$ cat src/rtl/cic_interp_strobed.sv
// cic_interp_strobed: strobed N-stage CIC interpolator.
// Paces upstream requests by rate and trims the gain with a rounded shift.
module cic_interp_strobed #(
  parameter int WIDTH = 18,
  parameter int N     = 4,
  parameter int ACCW  = WIDTH + (N-1)*8
) (
  input  logic             clk,
  input  logic             rst,
  input  logic             enable,
  input  logic [7:0]       rate,
  input  logic             stb_out,
  output logic             stb_req,
  input  logic [WIDTH-1:0] data_in,
  output logic [WIDTH-1:0] data_out
);

  localparam logic signed [ACCW:0] SMAX =
    {{(ACCW-WIDTH+2){1'b0}}, {(WIDTH-1){1'b1}}};
  localparam logic signed [ACCW:0] SMIN =
    {{(ACCW-WIDTH+2){1'b1}}, {(WIDTH-1){1'b0}}};

  logic [8:0]             rate_q;
  logic [8:0]             rate_eff;
  logic [8:0]             cnt_q;
  logic [8:0]             cnt_d;
  logic [5:0]             sh_q;
  logic [5:0]             sh_d;
  logic [WIDTH-1:0]       dout_q;
  logic [WIDTH-1:0]       dout_d;
  logic signed [ACCW-1:0] c_q [N+1];
  logic signed [ACCW-1:0] d_q [N];
  logic signed [ACCW-1:0] i_q [N];
  logic signed [ACCW:0]   acc_x;
  logic [ACCW:0]          bias;
  logic signed [ACCW:0]   rnd;
  logic                   grp0;

  function automatic logic [3:0] clog2_9(input logic [8:0] r);
    logic [3:0] k;
    k = '0;
    for (int b = 0; b < 9; b++)
      if ((9'd1 << b) < r) k = 4'(b + 1);
    return k;
  endfunction

  assign rate_eff = (rate == 8'd0) ? 9'd256 : {1'b0, rate};
  assign sh_d     = 6'((N-1) * int'(clog2_9(rate_eff)));
  assign grp0     = (cnt_q == 9'd0);
  assign cnt_d    = (cnt_q == rate_q - 9'd1) ? 9'd0 : cnt_q + 9'd1;
  assign stb_req  = enable & ~rst & stb_out & grp0;
  assign data_out = dout_q;

  // Half-LSB bias, one less for negatives, gives ties away from zero.
  always_comb begin
    acc_x = {i_q[N-1][ACCW-1], i_q[N-1]};
    bias  = '0;
    if (sh_q != 6'd0)
      bias = ((ACCW+1)'(1) << (sh_q - 6'd1))
           - (ACCW+1)'(acc_x[ACCW]);
    rnd = (acc_x + $signed(bias)) >>> sh_q;
    if (rnd > SMAX)
      dout_d = SMAX[WIDTH-1:0];
    else if (rnd < SMIN)
      dout_d = SMIN[WIDTH-1:0];
    else
      dout_d = rnd[WIDTH-1:0];
  end

  always_ff @(posedge clk) begin
    if (rst || !enable) begin
      rate_q <= rate_eff;
      sh_q   <= sh_d;
      cnt_q  <= '0;
      dout_q <= '0;
      for (int k = 0; k <= N; k++)
        c_q[k] <= '0;
      for (int k = 0; k < N; k++) begin
        d_q[k] <= '0;
        i_q[k] <= '0;
      end
    end else if (stb_out) begin
      cnt_q <= cnt_d;
      if (grp0) begin
        c_q[0] <= ACCW'($signed(data_in));
        for (int k = 1; k <= N; k++) begin
          c_q[k]   <= c_q[k-1] - d_q[k-1];
          d_q[k-1] <= c_q[k-1];
        end
      end
      // Zero-stuffing: the comb output enters only on group-start strobes.
      i_q[0] <= i_q[0] + (grp0 ? c_q[N] : '0);
      for (int k = 1; k < N; k++)
        i_q[k] <= i_q[k] + i_q[k-1];
      dout_q <= dout_d;
    end
  end

endmodule
$ cat config.mk
export PLATFORM = sky130hd
export DESIGN_NAME = cic_interp_strobed
export DESIGN_NICKNAME = d
export VERILOG_FILES = /design/src/rtl/cic_interp_strobed.sv
export SDC_FILE = /design/constraint.sdc
export NUM_CORES = 2
export LEC_CHECK = 0
export CORE_ASPECT_RATIO = 1.75
export CORE_MARGIN = 8
export CORE_UTILIZATION = 55
export DETAILED_ROUTE_END_ITERATION = 12
export PLACE_DENSITY = 0.73
export SYNTH_ARGS = -nofsm -noshare
export SYNTH_HDL_FRONTEND = slang
export SYNTH_SLANG_ARGS = --single-unit
$ cat constraint.sdc
create_clock -name clk -period 21.3 [get_ports clk]
set_clock_uncertainty 0.2 [all_clocks]
set_input_delay 4.26 -clock clk [delete_from_list [all_inputs] [get_ports clk]]
set_output_delay 4.26 -clock clk [all_outputs]
set_load 0.05 [all_outputs]
==> out/qor.csv <==
metric,value,unit
final core occ,59.2,%
CP Cell Sequence,clkdlybuf4s50_1 > nor2b_1 > inv_1 > nor2_4 > buf_4 > nand2_4 > inv_1 > clkdlybuf4s50_1,
max cap viols,0,
I/O pin count,49,
routed via count,33600,
max-slew violation count,0,
Worst Max-Slew Pin Slew,1280,ps
P per Cell Area,76.1,mW/mm2
post-synthesis cell area,0.0413,mm2
Net Sw Frac,34.5,%
first-pass iteration count of the detailed router,6,
initial antenna violation count,0,
Root Driver,clkbuf_16,
Crit Path Class,in -> out,
Max Freq,76.7,MHz
Die Ht,378,um
CP max stage delay,910,ps
Psw,1160,uW
Worst Path Arrival,8580,ps
final hold vios,0,
Die X,223,um
wire per inst,18.5,um
CORE AREA,0.0747,mm2
first-pass GRT wire length,163,mm
WHS,277,ps
Area Overhead vs Synth,7.18,%
RePlAce Congestion,0.975,
Clock Latency Late Sink,630,ps
"CP delay by family, top",buffers and inverters,
Syn Area/Cell,9.09,um2
die area,0.0844,mm2
nets@finish,4876,
initial drt markers,1989,
CTS tree,yes,
PortBufs,48,
total CTS buffers,53,
CP startpoint kind,primary input,
GRT Residual Overflow,0,
Post-CTS Resized,0,
slowest cell on the critical path,clkdlybuf4s50_1,
fin crit share,61.2,%
via/cell ratio,6.14,
Synth async-reset ratio,0,%
Max Buffers Root-to-Sink,3,
CP max FO,55,
WL final,101,mm
worst path bufs/invs,5,
Post-synth EDFFs,513,
minimum clock period,13040,ps
# DRC,0,
Clk network pwr share,28.2,%
Mapped Cells,4542,
CP endpoint kind,output pin,
"Reg clk slew, reported paths",60,ps
Synth Flop Type,edfxtp_1,
cts hold-fix bufs,0,
combinational share of power,33.6,%
GRT Resource Usage Total,23.5,%
Synth Register Bits,540,
vias in the first global route,33800,
worst relative slew slack,13.8,%
Post CTS Setup Buffer Count,0,
Rows,133,
status,finished clean,
CP Data Required Time,16840,ps
Worst VDD drop,0.0778,mV
CTS Sinks,540,
ANT cells,0,
unique cell type count in the Yosys netlist,96,
sequential area share after synthesis,38.6,%
RSZ-0062 raised after global routing,no,
worst hold path type,reg -> reg,
synth warn,0,
Internal,2210,uW
H-tree depth,2,
# fillers,6529,
TNS Setup,0,ps
LEAKAGE,0.0193,uW
post-DP HPWL,75.2,mm
Final setup viols,0,
pin count of the biggest net entering global routing,116,
Reg power frac,38.2,%
number of routed nets with antenna violations,0,
Initial Utilization,55.2,%
layout cells sized above 1,4.58,%
"Net Count, Synth",4938,
## through the flow
step	worst slack [ps]	power [uW]	instances	area, um2
floorplan	8720	2150	4542	41300
global placement	8280	2400	5370	42500
detailed placement	8180	2420	5370	42500
CTS	8150	3370	5468	44200
global route	8000	3540	5468	44200
finish	8260	3370	5468	44200
## registers in the layout, indices dropped and copies added, names as in the netlist
| name | cells |
|---|---|
| sh_q | 6 |
| cnt_q | 9 |
| rate_q | 9 |
| c_q | 186 |
| d_q | 144 |
| data_out | 18 |
| i_q | 168 |
## placed cells by master (no fill, tap or decap), types with 13 or more instances in the layout
cell type	instances
a211o_1	18
a211oi_1	70
a21boi_0	23
a21o_1	114
a21oi_1	329
a31oi_1	41
and2_1	71
and3_1	200
buf_4	44
clkbuf_16	54
clkdlybuf4s50_1	48
dfxtp_1	27
edfxtp_1	513
ha_1	356
inv_1	256
mux2_2	20
mux2i_1	52
nand2_1	292
nand2b_1	67
nand3_1	98
nand4_1	36
nor2_1	545
nor2b_1	49
nor3_1	132
nor3b_1	13
nor4_1	24
o211ai_1	35
o21a_1	52
o21ai_0	247
o21bai_1	31
o22ai_1	46
o31a_1	16
o31ai_1	19
or2_2	22
or3_1	36
xnor2_1	147
xor2_1	132
## worst paths after layout
| path | start | end | depth (start not counted) | slack [ps] |
|---|---|---|---|---|
| max | enable | stb_req | 8 | 8260 |
| min | data_out[16] | data_out[16] | 2 | 280 |
| max reg2reg | sh_q[5] | data_out[3] | 27 | 10460 |
| min reg2reg | data_out[16] | data_out[16] | 2 | 280 |
## cell type report
class	count	area, um2	share of cell area, %
inverter	259	977	2.21
tap	945	1180	2.67
timing repair buffer	92	811	1.83
clock inverter	27	288	0.651
sequential	540	15900	36.0
multi-input combinational	3534	23600	53.3
clock buffer	71	1470	3.32
## kinds of logic (layout without fill, tap and decap cells)
kind of cell    after synthesis  in the layout  synth area share, %
fa+ha+maj                   366            366                 11.3
xor+xnor                    279            279                 5.92
flops                       540            540                 38.6
mux                          78             78                 2.13
compound gates             1191           1191                 18.7
simple gates               1620           1620                 19.0
buf+inv                     468            449                 4.36
## tightest hold or removal path, stage by stage (launching register included)
cell and delay, ps:
dfxtp_1 330, nand2_1 50, o211ai_1 70
## Yosys cell counts (all sizes together), types with 10 or more instances
| library cell | count | area [um2] |
|---|---|---|
| xnor2 | 147 | 1290 |
| a211oi | 72 | 551 |
| nor2b | 49 | 307 |
| nand3 | 98 | 490 |
| dfxtp | 27 | 541 |
| o31ai | 20 | 164 |
| edfxtp | 513 | 15400 |
| a31oi | 41 | 257 |
| or3 | 36 | 225 |
| buf | 33 | 155 |
| and3 | 202 | 1270 |
| nand2b | 67 | 419 |
| a21oi | 329 | 1650 |
| a211o | 19 | 168 |
| clkbuf | 176 | 671 |
| ha | 356 | 4450 |
| o21a | 52 | 390 |
| nor4 | 24 | 150 |
| xor2 | 132 | 1160 |
| a21boi | 23 | 173 |
| o21bai | 31 | 233 |
| o22ai | 46 | 288 |
| nand4 | 36 | 225 |
| nor3b | 13 | 97.6 |
| o41ai | 13 | 121 |
| fa | 10 | 200 |
| o21ai | 250 | 1250 |
| nand2 | 296 | 1110 |
| inv | 258 | 968 |
| and2 | 73 | 460 |
| o211ai | 35 | 263 |
| a41oi | 12 | 105 |
| a21o | 114 | 856 |
| o31a | 16 | 140 |
| nor2 | 547 | 2060 |
| mux2i | 52 | 521 |
| or2 | 22 | 138 |
| mux2 | 20 | 225 |
| nor3 | 133 | 677 |
## layer usage
metal  part of all wire (%)  global-route usage [%]
met1                     35                    21.6
met2                     55                    47.4
met3                    3.4                    2.75
met5                      0                       0
met4                    6.8                    15.1
## power by group through the flow
stage	Combinational [uW]	Clock, uW	Sequential, uW
2_1_floorplan	824	0	1320
3_3_place_gp	1090	0	1310
3_5_place_dp	1110	0	1310
4_1_cts	1110	971	1290
5_1_grt	1240	1000	1300
6_report	1130	951	1290
No activity file was read; power rests on OpenSTA's default activity.
